## config.mk

```make
export PLATFORM = sky130hd
export DESIGN_NAME = pipeline_stall_ctrl_flat
export DESIGN_NICKNAME = d
export VERILOG_FILES = /design/src/rtl/pipeline_stall_ctrl_if.sv /design/src/rtl/pipeline_stall_ctrl.sv /design/src/flat_wrapper.sv
export SDC_FILE = /design/constraint.sdc
export NUM_CORES = 1
export LEC_CHECK = 0
export CORE_ASPECT_RATIO = 0.6
export CORE_UTILIZATION = 47
export DETAILED_ROUTE_END_ITERATION = 7
export PLACE_DENSITY_LB_ADDON = 0.1
export SLEW_MARGIN = 20
export SYNTH_ARGS = -nofsm -noshare
export SYNTH_HDL_FRONTEND = slang
export SYNTH_SLANG_ARGS = --single-unit
```

## constraint.sdc

```tcl
create_clock -name clk -period 2.2 [get_ports clk]
set_input_delay 0.44 -clock clk [delete_from_list [all_inputs] [get_ports clk]]
set_output_delay 0.44 -clock clk [all_outputs]
set_load 0.01 [all_outputs]
```

## src/rtl/pipeline_stall_ctrl_if.sv

```systemverilog
// Hazard inputs and pipeline-control outputs of the stall/flush scheduler.
// slave = the scheduler itself, master = whoever drives the hazard signals.
interface pipeline_stall_ctrl_if #(
  parameter int CNT_W = 16
);
  logic             mem_readE;
  logic [4:0]       rt_addrE;
  logic [4:0]       rs_addrD;
  logic [4:0]       rt_addrD;
  logic             pc_src;
  logic             jumpD;
  logic             md_startE;
  logic             md_is_divE;
  logic             md_startD;
  logic             hilo_readD;
  logic             dmem_req;
  logic             dmem_ready;
  logic             pc_enable;
  logic             instr_enable;
  logic             if_flush;
  logic             control_mux;
  logic             ex_enable;
  logic             wb_enable;
  logic             md_busy;
  logic             mem_fault;
  logic [CNT_W-1:0] stall_count;

  modport slave (
    input  mem_readE, rt_addrE, rs_addrD, rt_addrD, pc_src, jumpD,
           md_startE, md_is_divE, md_startD, hilo_readD, dmem_req, dmem_ready,
    output pc_enable, instr_enable, if_flush, control_mux, ex_enable, wb_enable,
           md_busy, mem_fault, stall_count
  );

  modport master (
    output mem_readE, rt_addrE, rs_addrD, rt_addrD, pc_src, jumpD,
           md_startE, md_is_divE, md_startD, hilo_readD, dmem_req, dmem_ready,
    input  pc_enable, instr_enable, if_flush, control_mux, ex_enable, wb_enable,
           md_busy, mem_fault, stall_count
  );
endinterface

```

## src/rtl/pipeline_stall_ctrl.sv

```systemverilog
// Central stall/flush scheduler for the 5-stage MIPS pipeline: merges load-use,
// HI/LO and dmem-wait hazards with redirects, tracks mult/div latency and dmem timeouts.
module pipeline_stall_ctrl #(
  parameter int MUL_LAT     = 4,
  parameter int DIV_LAT     = 32,
  parameter int MEM_TIMEOUT = 16,
  parameter int CNT_W       = 16
) (
  input  logic                 clk,
  input  logic                 reset,
  pipeline_stall_ctrl_if.slave bus
);
  localparam int MD_W = $clog2((DIV_LAT > MUL_LAT) ? DIV_LAT : MUL_LAT) + 1;
  localparam int WT_W = $clog2(MEM_TIMEOUT) + 1;
  localparam logic [MD_W-1:0] MD_MUL_LD = MD_W'(MUL_LAT - 1);
  localparam logic [MD_W-1:0] MD_DIV_LD = MD_W'(DIV_LAT - 1);
  localparam logic [WT_W-1:0] WT_LAST   = WT_W'(MEM_TIMEOUT - 1);

  typedef enum logic [1:0] {S_RUN, S_MEM_WAIT, S_FAULT} state_t;

  state_t           r_state, w_state_nxt;
  logic [MD_W-1:0]  r_md_cnt;
  logic [WT_W-1:0]  r_wait_cnt;
  logic [CNT_W-1:0] r_stall_cnt;

  logic w_mem_wait, w_load_use, w_md_busy, w_md_haz, w_timeout;
  logic w_pc_en, w_instr_en, w_ex_en, w_wb_en, w_flush, w_cmux;

  function automatic logic [CNT_W-1:0] sat_inc(input logic [CNT_W-1:0] v);
    return (&v) ? v : v + CNT_W'(1);
  endfunction

  assign w_mem_wait = bus.dmem_req & ~bus.dmem_ready;
  assign w_load_use = bus.mem_readE & (bus.rt_addrE != 5'd0) &
                      ((bus.rt_addrE == bus.rs_addrD) | (bus.rt_addrE == bus.rt_addrD));
  assign w_md_busy  = (r_md_cnt != '0);
  assign w_md_haz   = (w_md_busy | bus.md_startE) & (bus.hilo_readD | bus.md_startD);
  assign w_timeout  = w_mem_wait & (r_wait_cnt == WT_LAST);

  always_ff @(posedge clk or posedge reset) begin
    if (reset) r_state <= S_RUN;
    else       r_state <= w_state_nxt;
  end

  // Priority chain: fault > mem freeze > ID stall > redirect flush.
  // A redirect blocked by a stall simply re-presents once ID is released.
  always_comb begin
    w_state_nxt = r_state;
    w_pc_en     = 1'b1;
    w_instr_en  = 1'b1;
    w_ex_en     = 1'b1;
    w_wb_en     = 1'b1;
    w_flush     = 1'b0;
    w_cmux      = 1'b1;
    case (r_state)
      S_FAULT: w_state_nxt = S_FAULT;
      default: w_state_nxt = w_mem_wait ? (w_timeout ? S_FAULT : S_MEM_WAIT) : S_RUN;
    endcase
    if (reset || r_state == S_FAULT || w_mem_wait) begin
      w_pc_en    = 1'b0;
      w_instr_en = 1'b0;
      w_ex_en    = 1'b0;
      w_wb_en    = 1'b0;
    end else if (w_load_use || w_md_haz) begin
      w_pc_en    = 1'b0;
      w_instr_en = 1'b0;
      w_cmux     = 1'b0;
    end else if (bus.pc_src || bus.jumpD) begin
      w_flush    = 1'b1;
    end
  end

  // Counters: dmem wait run length, mult/div countdown, stall statistics.
  always_ff @(posedge clk or posedge reset) begin
    if (reset) begin
      r_wait_cnt  <= '0;
      r_md_cnt    <= '0;
      r_stall_cnt <= '0;
    end else begin
      if (r_state != S_FAULT)
        r_wait_cnt <= w_mem_wait ? r_wait_cnt + WT_W'(1) : '0;
      if (bus.md_startE && w_ex_en)
        r_md_cnt <= bus.md_is_divE ? MD_DIV_LD : MD_MUL_LD;
      else if (w_md_busy)
        r_md_cnt <= r_md_cnt - MD_W'(1);
      if (!w_pc_en && r_state != S_FAULT)
        r_stall_cnt <= sat_inc(r_stall_cnt);
    end
  end

  assign bus.pc_enable    = w_pc_en;
  assign bus.instr_enable = w_instr_en;
  assign bus.ex_enable    = w_ex_en;
  assign bus.wb_enable    = w_wb_en;
  assign bus.if_flush     = w_flush;
  assign bus.control_mux  = w_cmux;
  assign bus.md_busy      = w_md_busy & ~reset;
  assign bus.mem_fault    = (r_state == S_FAULT);
  assign bus.stall_count  = r_stall_cnt;
endmodule

```

## src/flat_wrapper.sv

```systemverilog
// flat-port wrapper written by rule: the top's interface ports become plain ports
module pipeline_stall_ctrl_flat 
#(
  parameter int MUL_LAT     = 4,
  parameter int DIV_LAT     = 32,
  parameter int MEM_TIMEOUT = 16,
  parameter int CNT_W       = 16
)
  (clk, reset, bus_mem_readE, bus_rt_addrE, bus_rs_addrD, bus_rt_addrD, bus_pc_src, bus_jumpD, bus_md_startE, bus_md_is_divE, bus_md_startD, bus_hilo_readD, bus_dmem_req, bus_dmem_ready, bus_pc_enable, bus_instr_enable, bus_if_flush, bus_control_mux, bus_ex_enable, bus_wb_enable, bus_md_busy, bus_mem_fault, bus_stall_count);
  pipeline_stall_ctrl_if #(.CNT_W(CNT_W)) bus_i ();
  input  logic clk;
  input  logic reset;
  input wire logic [$bits(bus_i.mem_readE)-1:0] bus_mem_readE;
  input wire logic [$bits(bus_i.rt_addrE)-1:0] bus_rt_addrE;
  input wire logic [$bits(bus_i.rs_addrD)-1:0] bus_rs_addrD;
  input wire logic [$bits(bus_i.rt_addrD)-1:0] bus_rt_addrD;
  input wire logic [$bits(bus_i.pc_src)-1:0] bus_pc_src;
  input wire logic [$bits(bus_i.jumpD)-1:0] bus_jumpD;
  input wire logic [$bits(bus_i.md_startE)-1:0] bus_md_startE;
  input wire logic [$bits(bus_i.md_is_divE)-1:0] bus_md_is_divE;
  input wire logic [$bits(bus_i.md_startD)-1:0] bus_md_startD;
  input wire logic [$bits(bus_i.hilo_readD)-1:0] bus_hilo_readD;
  input wire logic [$bits(bus_i.dmem_req)-1:0] bus_dmem_req;
  input wire logic [$bits(bus_i.dmem_ready)-1:0] bus_dmem_ready;
  output wire logic [$bits(bus_i.pc_enable)-1:0] bus_pc_enable;
  output wire logic [$bits(bus_i.instr_enable)-1:0] bus_instr_enable;
  output wire logic [$bits(bus_i.if_flush)-1:0] bus_if_flush;
  output wire logic [$bits(bus_i.control_mux)-1:0] bus_control_mux;
  output wire logic [$bits(bus_i.ex_enable)-1:0] bus_ex_enable;
  output wire logic [$bits(bus_i.wb_enable)-1:0] bus_wb_enable;
  output wire logic [$bits(bus_i.md_busy)-1:0] bus_md_busy;
  output wire logic [$bits(bus_i.mem_fault)-1:0] bus_mem_fault;
  output wire logic [$bits(bus_i.stall_count)-1:0] bus_stall_count;
  assign bus_i.mem_readE = bus_mem_readE;
  assign bus_i.rt_addrE = bus_rt_addrE;
  assign bus_i.rs_addrD = bus_rs_addrD;
  assign bus_i.rt_addrD = bus_rt_addrD;
  assign bus_i.pc_src = bus_pc_src;
  assign bus_i.jumpD = bus_jumpD;
  assign bus_i.md_startE = bus_md_startE;
  assign bus_i.md_is_divE = bus_md_is_divE;
  assign bus_i.md_startD = bus_md_startD;
  assign bus_i.hilo_readD = bus_hilo_readD;
  assign bus_i.dmem_req = bus_dmem_req;
  assign bus_i.dmem_ready = bus_dmem_ready;
  assign bus_pc_enable = bus_i.pc_enable;
  assign bus_instr_enable = bus_i.instr_enable;
  assign bus_if_flush = bus_i.if_flush;
  assign bus_control_mux = bus_i.control_mux;
  assign bus_ex_enable = bus_i.ex_enable;
  assign bus_wb_enable = bus_i.wb_enable;
  assign bus_md_busy = bus_i.md_busy;
  assign bus_mem_fault = bus_i.mem_fault;
  assign bus_stall_count = bus_i.stall_count;
  pipeline_stall_ctrl #(.MUL_LAT(MUL_LAT), .DIV_LAT(DIV_LAT), .MEM_TIMEOUT(MEM_TIMEOUT), .CNT_W(CNT_W)) u_core (.clk(clk), .reset(reset), .bus(bus_i));
endmodule
```

==> impl_metrics.json, run 1 <==
{
  "fp.dieW_um": 79.0,
  "grt_pass1_vias": 1428,
  "final_cells": 293,
  "fin_worst_skew_ns": 0.00888,
  "final.period_utilization_pct": 99.7,
  "p_leak_nw": 1.07,
  "worst_pin_slew_ns": 0.573,
  "dp.final_hpwl_mm": 2.99,
  "cts_hold_buf": 0,
  "synth_adder_area_share_pct": 3.74,
  "ys_seq_area_share_pct": 43.4,
  "fp-row-count": 16,
  "avgSynthCellArea_um2": 9.78,
  "fillers": 266,
  "layout_common_cells": "clkdlybuf4s50_1, dfrtp_1, buf_4",
  "cts_tree": "done",
  "synth_top_cell_by_area": "dfrtp_1",
  "critPathMaxFanout": 4,
  "path_cells": "buf_6 > or4_1 > o21a_1 > a21oi_4 > o21a_1 > buf_2",
  "dieArea_um2": 3810,
  "rr_worst_depth": 6,
  "start_util_pct": 50.3,
  "synth_top_family_by_area": "simple AND/OR/NAND/NOR gates",
  "finalWirelength_mm": 3.94,
  "setup_viol": 0,
  "cts-buffers-inserted": 5,
  "yosysTopAreaCellShare_pct": 43.4,
  "drive_gt1_share_pct": 20.2,
  "clock_latency_ns": 0.29,
  "grt.total_usage_pct": 23.6,
  "core_um2": 3320,
  "io_buffers": 49,
  "grt_max_degree": 28,
  "rsz0062_at_grt": "yes",
  "cp.required_ns": 1.76,
  "synth-compound-area-share_pct": 11.2,
  "io_pins": 50,
  "antenna_found_initial": 0,
  "cp_common_cell": "o21a_1",
  "utilization_pct": 74.2,
  "wl_per_cell_um": 13.4,
  "fmax_mhz": 456,
  "slew_headroom_pct": 61.7,
  "max-vdd-ir-drop_v": 0.000517,
  "drv_slew": 0,
  "place_inst": 281,
  "nNetsFinal": 278,
  "hold_class": "primary input to asynchronous set/reset pin",
  "startpoint_type": "primary input",
  "yosys.area_share.simple_pct": 21.9,
  "cp_slowest_stage_delay_ns": 0.51,
  "power_density_nw_per_um2": 625,
  "drtPass1Iterations": 4,
  "reg2reg_slack_ns": 0.18,
  "crit_path_start": "bus_rt_addrE[2]",
  "synth_nets": 202,
  "cap_viol_max_count": 0,
  "ant_nets": 0,
  "status": "finished, final reports clean",
  "synth_area_um2": 1670,
  "cp_slowest_cell": "or4_1",
  "drc": 0,
  "ctsLongestPathBuffers": 2,
  "clkSinkCount": 29,
  "syn_inst": 171,
  "first_iter_violations": 75,
  "fp.dieH_um": 48.2,
  "hold_viol": 0,
  "drt-vias-per-instance": 5.33,
  "yosys_warnings": 0,
  "synthDistinctLibCells": 36,
  "grt_pass1_wl_mm": 6.46,
  "antennaDiodeCount": 0,
  "clk_pin_slew_worst_paths_ns": 0.06,
  "finalCriticalPeriod_ns": 2.19,
  "cts_root_buffer": "clkbuf_8",
  "yosys-top-cells-area": "dfrtp_1, xnor2_1, xor2_1",
  "htreeDepth": 2,
  "layout_commonest_cell": "clkdlybuf4s50_1",
  "grt_overflow": 0,
  "ys_ff_latch": 29,
  "vias": 1562,
  "synth-xor-area-share_pct": 14.7,
  "globalplace.congestion": 0.738,
  "arrival_ns": 1.75,
  "critPathCapture": "bus_if_flush",
  "crit_type": "primary input to output port",
  "reg2reg_from": "u_core.bus.stall_count[0]",
  "area_growth_pct": 47.6,
  "r2r_end": "u_core.bus.stall_count[14]",
  "muxShareOfSynthArea_pct": 1.80,
  "end_kind": "output port"
}
[worst min path at each step]
stage | slack [ns] | end
2_1_floorplan | 0.44 | u_core.r_wait_cnt[3]
3_3_place_gp | 0.47 | u_core.r_wait_cnt[3]
3_5_place_dp | 0.48 | u_core.bus.stall_count[4]
4_1_cts | 0.30 | u_core.r_md_cnt[1]
5_1_grt | 0.32 | u_core.r_md_cnt[0]
6_report | 0.30 | u_core.r_md_cnt[0]
[cells by family (layout without fill, tap and decap cells)]
kind of cell	count (synthesis)	count (layout)
simple gates	73	73
flops	29	29
xor+xnor	28	28
compound gates	23	23
buf+inv	11	88
fa+ha+maj	5	5
mux	2	2
[repair_timing]
item | 4_1_cts | 5_1_grt
pin swaps | 7 | 3
setup endpoints to repair | 9 | 4
buffers inserted | 3 | 1
resized for setup | 42 | 6
[metrics by stage]
stage	setup slack, ns	hold slack (ns)	area (um^2)	setup TNS, ns	power [mW]
after floorplan	0.0185	0.443	1670	0	0.886
after global placement	-0.697	0.474	2340	-6.28	1.09
after detailed placement	-0.738	0.482	2340	-7.32	1.12
after CTS	-0.00587	0.304	2440	-0.00587	1.55
after global routing	-0.0703	0.321	2470	-0.0742	1.63
final	0.00769	0.305	2470	0	1.54
[layer usage]
metal	vias up	part of all wire, %	routed length (um)	track usage [%]
met5	-	0	0	0
met4	0	1.6	64	9.82
met3	9	6.1	240	8.04
met2	55	47	1860	40.9
met1	754	45	1780	28.2
li1	744	-	-	-
[flip-flops by register name (all words and copies together) (netlist names)]
name / count
u_core.r_state: 2
u_core.r_md_cnt: 6
u_core.bus.stall_count: 16
u_core.r_wait_cnt: 5
[power by group]
group          total (mW)  internal [mW]  switching (mW)
sequential          0.648          0.601          0.0471
combinational       0.464          0.253           0.211
clock               0.431          0.218           0.214
total                1.54           1.07           0.471
[cells in the mapped netlist, drive strengths merged]
library cell,number
o21ai,9
a31oi,2
nor4,4
o41ai,1
dfrtp,29
inv,7
a41o,1
or4,1
mux2,2
nand2,23
nor2,10
nand2b,3
a211o,2
a22o,1
nor3,9
xnor2,14
nor3b,1
nand3,12
buf,4
o31ai,2
o21a,2
xor2,14
nand4,3
nor2b,1
a21oi,1
ha,5
or2,1
and3,3
nor4b,2
o22ai,2
[cell type report]
class / instances / area (um^2) / area share [%]
well taps: 45 / 56.3 / 2.28
flip-flops and latches: 29 / 726 / 29.4
multi-input cells: 131 / 900 / 36.5
clock inverters: 3 / 17.5 / 0.710
clock buffers: 5 / 68.8 / 2.79
repair buffers: 73 / 673 / 27.3
inverters: 7 / 26.3 / 1.06
[critical path: cells and delay by family]
family                 cells  cell delay, ns
AO/OA/AOI/OAI              3            0.59
buffers and inverters      2            0.21
AND/OR/NAND/NOR            1            0.51
No activity file was read; power rests on OpenSTA's default activity.
==> run 2, diff against run 1 <==
--- a/config.mk
+++ b/config.mk
@@ -8,7 +8,9 @@
 export CORE_ASPECT_RATIO = 0.6
 export CORE_UTILIZATION = 47
 export DETAILED_ROUTE_END_ITERATION = 7
+export GPL_TIMING_DRIVEN = 0
 export PLACE_DENSITY_LB_ADDON = 0.1
+export RECOVER_POWER = 25
 export SLEW_MARGIN = 20
 export SYNTH_ARGS = -nofsm -noshare
 export SYNTH_HDL_FRONTEND = slang
==> run 2 against run 1 <==
Effect of this change:
- the flow now finishes with violations (setup timing)
- cell count is 2.0% lower
- die area stayed put
- clock power increased by 31%
- critical path depth rose by 2
- clock skew about the same
- flip-flop and latch count unchanged
- first-iteration DRC count down 13%
- register-to-register slack gained 0.05 ns
- setup slack lost 0.14 ns
- critical endpoint unchanged
- largest cell class unchanged
- highest routed layer unchanged
==> impl_metrics.json, run 2 (synthesized netlist as in run 1, its figures left out) <==
{
  "finalCriticalPeriod_ns": 2.34,
  "r2r_end": "u_core.bus.stall_count[1]",
  "fin_worst_skew_ns": 0.00931,
  "clock_latency_ns": 0.28,
  "crit_path_start": "u_core.r_md_cnt[2]",
  "fillers": 236,
  "area_growth_pct": 50.8,
  "drv_slew": 0,
  "largest_reg_flops": 16,
  "setup_viol": 2,
  "p_total_mw": 1.65,
  "start_util_pct": 50.3,
  "fmax_mhz": 428,
  "post-place-ws_ns": -1.09,
  "cp.required_ns": 1.76,
  "grt_pass1_vias": 1467,
  "htreeDepth": 2,
  "grt_overflow": 0,
  "finalSetupTns_ns": -0.200,
  "layout_common_cells": "dfrtp_1, clkdlybuf4s50_1, nand2_1",
  "rr_worst_depth": 5,
  "ctsLongestPathBuffers": 2,
  "final.period_utilization_pct": 106,
  "arrival_ns": 1.90,
  "fp.dieW_um": 79.0,
  "dieArea_um2": 3810,
  "finalWirelength_mm": 4.37,
  "grt.total_usage_pct": 23.9,
  "status": "finished with violations",
  "failed_checks": "setup timing",
  "drtPass1Iterations": 4,
  "max-vdd-ir-drop_v": 0.000502,
  "clk_pin_slew_worst_paths_ns": 0.08,
  "setup_slack_ns": -0.136,
  "worst_pin_slew_ns": 1.09,
  "slew_headroom_pct": 27.2,
  "reg2reg_from": "u_core.bus.stall_count[10]",
  "end_kind": "output port",
  "core_um2": 3320,
  "clkSinkCount": 29,
  "fp-row-count": 16,
  "ant_nets": 0,
  "vias": 1550,
  "place_area_um2": 2220,
  "cts_root_buffer": "clkbuf_8",
  "antennaDiodeCount": 0,
  "io_pins": 50,
  "dp.final_hpwl_mm": 2.90,
  "critPathMaxFanout": 4,
  "startpoint_type": "register",
  "drt-vias-per-instance": 5.40,
  "p_leak_nw": 1.10,
  "cts_hold_buf": 0,
  "globalplace.congestion": 0.760,
  "cts_tree": "done",
  "antenna_found_initial": 0,
  "grt_max_degree": 30,
  "fin_area_um2": 2520,
  "layout_commonest_cell": "dfrtp_1",
  "fp.dieH_um": 48.2,
  "hold_class": "register to register",
  "rsz0062_at_grt": "yes",
  "hold_viol": 0,
  "cap_viol_max_count": 0,
  "critPathCapture": "bus_if_flush",
  "drive_gt1_share_pct": 22.3,
  "first_iter_violations": 65,
  "reg2reg_slack_ns": 0.23,
  "drc": 0,
  "io_buffers": 49,
  "grt_pass1_wl_mm": 6.70,
  "power_density_nw_per_um2": 655,
  "wl_per_cell_um": 15.2,
  "cts-buffers-inserted": 5,
  "crit_type": "register to output port",
  "nNetsFinal": 272
}
==> run 2: changes by cell type in the layout (fill, tap and decap cells not counted), moves of 2 or more <==
cell             previous run  this run
clkinv_2                    2         0
xnor2_2                     0         3
buf_4                      23        13
clkdlybuf4s50_1            31        24
xnor2_1                    14        11
dlygate4sd2_1               6        13
==> run 2: routing by layer <==
metal / vias up / part of all wire (%) / track usage, % / wire length [um]
met4: 0 / 1.4 / 9.09 / 61
met5: - / 0 / 0 / 0
met3: 10 / 5.1 / 5.79 / 222
met1: 740 / 44 / 30.5 / 1910
met2: 58 / 50 / 41.4 / 2170
li1: 742 / - / - / -
==> run 2: cell type report <==
type | count | area (um^2) | share of cell area [%]
Sequential cell | 29 | 726 | 28.8
Tap cell | 45 | 56.3 | 2.23
Timing Repair Buffer | 63 | 598 | 23.7
Buffer | 4 | 37.5 | 1.49
Inverter | 7 | 28.8 | 1.14
Multi-Input combinational cell | 131 | 960 | 38.1
Clock inverter | 3 | 46.3 | 1.84
Clock buffer | 5 | 68.8 | 2.73
==> run 2: worst min path at each step <==
stage,start,to,slack (ns),depth (start not counted)
2_1_floorplan,u_core.r_wait_cnt[3],u_core.r_wait_cnt[3],0.44,1
5_1_grt,bus_md_startE,u_core.r_md_cnt[1],0.50,3
3_5_place_dp,u_core.r_wait_cnt[3],u_core.r_wait_cnt[3],0.48,1
3_3_place_gp,u_core.r_wait_cnt[3],u_core.r_wait_cnt[3],0.47,1
6_report,u_core.r_wait_cnt[3],u_core.r_wait_cnt[3],0.48,1
4_1_cts,u_core.r_wait_cnt[3],u_core.r_wait_cnt[3],0.49,1
==> run 2: per-stage QoR <==
step                      instances  hold slack [ns]  utilization (%)
final                           287            0.484             75.9
after global routing            287            0.503             75.9
after CTS                       281            0.485             72.8
after detailed placement        265            0.476             66.8
after global placement          265            0.468             66.8
after floorplan                 171            0.443                -
==> run 2: power by group <==
| part | leakage (nW) | internal, mW | total [mW] | switching (mW) |
|---|---|---|---|---|
| Combinational | 0.718 | 0.215 | 0.418 | 0.203 |
| Sequential | 0.331 | 0.601 | 0.670 | 0.0691 |
| Clock | 0.0543 | 0.339 | 0.564 | 0.226 |
| Total | 1.10 | 1.15 | 1.65 | 0.498 |
==> run 2: worst max-delay path: stages, from the launching register on <==
cell,delay [ns]
dfrtp_1,0.44
nor2_1,0.22
a41o_1,0.26
nand2_2,0.09
a21oi_4,0.14
buf_6,0.13
buf_6,0.09
o21a_1,0.11
buf_2,0.13
==> run 2: repair_timing <==
action                                  4_1_cts  5_1_grt
pin swaps                                    18        6
endpoints found under the hold margin         0        0
setup buffers                                 8        6
gates resized for setup                      60       15
endpoints found under the setup margin       16        7
==> run 3, diff against run 2 <==
--- a/config.mk
+++ b/config.mk
@@ -5,12 +5,15 @@
 export SDC_FILE = /design/constraint.sdc
 export NUM_CORES = 1
 export LEC_CHECK = 0
+export CELL_PAD_IN_SITES_DETAIL_PLACEMENT = 1
+export CELL_PAD_IN_SITES_GLOBAL_PLACEMENT = 1
 export CORE_ASPECT_RATIO = 0.6
-export CORE_UTILIZATION = 47
+export CORE_UTILIZATION = 35
 export DETAILED_ROUTE_END_ITERATION = 7
 export GPL_TIMING_DRIVEN = 0
 export PLACE_DENSITY_LB_ADDON = 0.1
 export RECOVER_POWER = 25
+export SKIP_CTS_REPAIR_TIMING = 1
 export SLEW_MARGIN = 20
 export SYNTH_ARGS = -nofsm -noshare
 export SYNTH_HDL_FRONTEND = slang
==> run 3 against run 2 <==
Effect of this change:
- clock power fell by 25%
- largest cell class unchanged
- combinational power decreased by 6.2%
- largest power group unchanged
- the flow still finishes with violations (setup timing)
- register-to-register slack lost 0.13 ns
- clock skew decreased by 0.0015 ns
- critical endpoint unchanged
==> impl_metrics.json, run 3 (synthesized netlist as in run 1, its figures left out) <==
{
  "rsz0062_at_grt": "yes",
  "drc": 0,
  "max-vdd-ir-drop_v": 0.000283,
  "clock_latency_ns": 0.28,
  "hold_viol": 0,
  "cts_root_buffer": "clkbuf_8",
  "hold_ws_ns": 0.494,
  "grt.total_usage_pct": 19.2,
  "area_growth_pct": 50.3,
  "arrival_ns": 2.05,
  "place_area_um2": 2240,
  "drt-vias-per-instance": 4.97,
  "dp.final_hpwl_mm": 3.45,
  "setup_viol": 3,
  "clkSinkCount": 29,
  "cp_slowest_cell": "or4_4",
  "htreeDepth": 2,
  "setup_slack_ns": -0.287,
  "drv_slew": 0,
  "grt_pass1_vias": 1488,
  "io_pins": 50,
  "wl_per_cell_um": 15.8,
  "grt_pass1_wl_mm": 7.40,
  "cts_tree": "done",
  "first_iter_violations": 72,
  "finalCriticalPeriod_ns": 2.49,
  "io_buffers": 49,
  "largest_reg_flops": 16,
  "fp.dieH_um": 55.5,
  "ctsLongestPathBuffers": 2,
  "fmax_mhz": 402,
  "fp.dieW_um": 91.2,
  "cap_viol_max_count": 0,
  "fin_area_um2": 2510,
  "ant_nets": 0,
  "finalWirelength_mm": 4.83,
  "drtPass1Iterations": 4,
  "cts-buffers-inserted": 5,
  "fin_worst_skew_ns": 0.00780,
  "antenna_found_initial": 0,
  "utilization_pct": 54.8,
  "fp-row-count": 19,
  "path_buf_inv": 4,
  "layout_common_cells": "dfrtp_1, clkdlybuf4s50_1, nand2_1",
  "crit_type": "primary input to output port",
  "clk_pin_slew_worst_paths_ns": 0.06,
  "drive_gt1_share_pct": 19.8,
  "power_density_nw_per_um2": 588,
  "globalplace.congestion": 0.765,
  "status": "finished with violations",
  "grt_max_degree": 30,
  "startpoint_type": "primary input",
  "critPathMaxFanout": 6,
  "antennaDiodeCount": 0,
  "failed_checks": "setup timing",
  "final.period_utilization_pct": 113,
  "cp.required_ns": 1.76,
  "slew_headroom_pct": 21.4,
  "start_util_pct": 36.4,
  "path_delay_family": "compound AO/OA/AOI/OAI gates",
  "nNetsFinal": 272,
  "path_cells": "buf_8 > or4_4 > o21a_1 > a21oi_4 > buf_6 > buf_6 > o21a_1 > buf_2",
  "hold_class": "register to register",
  "end_kind": "output port",
  "worst_pin_slew_ns": 1.18,
  "p_leak_nw": 1.13,
  "cp_slowest_stage_delay_ns": 0.53,
  "grt_overflow": 0,
  "layout_commonest_cell": "dfrtp_1",
  "dieArea_um2": 5070,
  "core_um2": 4590,
  "vias": 1517
}
==> run 3: cell types whose count changed in the layout (fill, tap and decap cells not counted), sizes merged, moves of 2 or more <==
cell	change
clkdlybuf4s50	+4
dlymetal6s2s	+9
buf	-2
clkbuf	+3
dlygate4sd2	-13
==> run 3: through the flow <==
stage,total power [mW],setup slack [ns],cells,TNS [ns]
global placement,0.998,-1.11,283,-9.62
finish,1.48,-0.287,305,-0.607
floorplan,0.886,0.0185,171,0
detailed placement,1.03,-1.16,283,-9.92
CTS,1.46,-1.16,291,-5.78
global route,1.57,-0.323,305,-0.750
==> run 3: path summary, 6_finish.rpt <==
path	depth (start not counted)	start	slack (ns)	end
min in group asynchronous	2	reset	0.54	u_core.bus.stall_count[10]
min	1	u_core.r_wait_cnt[3]	0.49	u_core.r_wait_cnt[3]
max reg2reg	6	u_core.bus.stall_count[0]	0.10	u_core.bus.stall_count[14]
max in group asynchronous	2	reset	0.95	u_core.bus.stall_count[15]
min reg2reg	1	u_core.r_wait_cnt[3]	0.49	u_core.r_wait_cnt[3]
max	8	bus_rt_addrE[2]	-0.29	bus_if_flush
==> run 3: final cells by class <==
class,instances,area (um^2)
flip-flops and latches,29,726
inverters,7,28.8
plain buffers,4,37.5
well taps,63,78.8
clock inverters,2,10.0
multi-input cells,131,927
clock buffers,6,72.6
fillers,529,2080
repair buffers,63,632
==> run 3: worst register-to-register path, cell delays in order (launching register included) <==
cell and delay, ns:
dfrtp_1 0.46, ha_1 0.23, nand2_1 0.17, nor3_1 0.45, nand3_1 0.14, nor3_1 0.21
mux2_4 0.32
==> run 3: report_power, final <==
group	total, mW	switching (mW)	internal [mW]	leakage [nW]
registers	0.664	0.0624	0.601	0.331
clock network	0.421	0.202	0.219	0.0450
logic	0.392	0.195	0.197	0.758
==> run 3: per-layer routing <==
metal	up-vias	GRT usage (%)	wire [um]
li1	735	-	-
met1	757	25.9	2330
met2	23	30.2	2300
met3	2	5.37	167
met4	0	5.44	27
met5	-	0	0
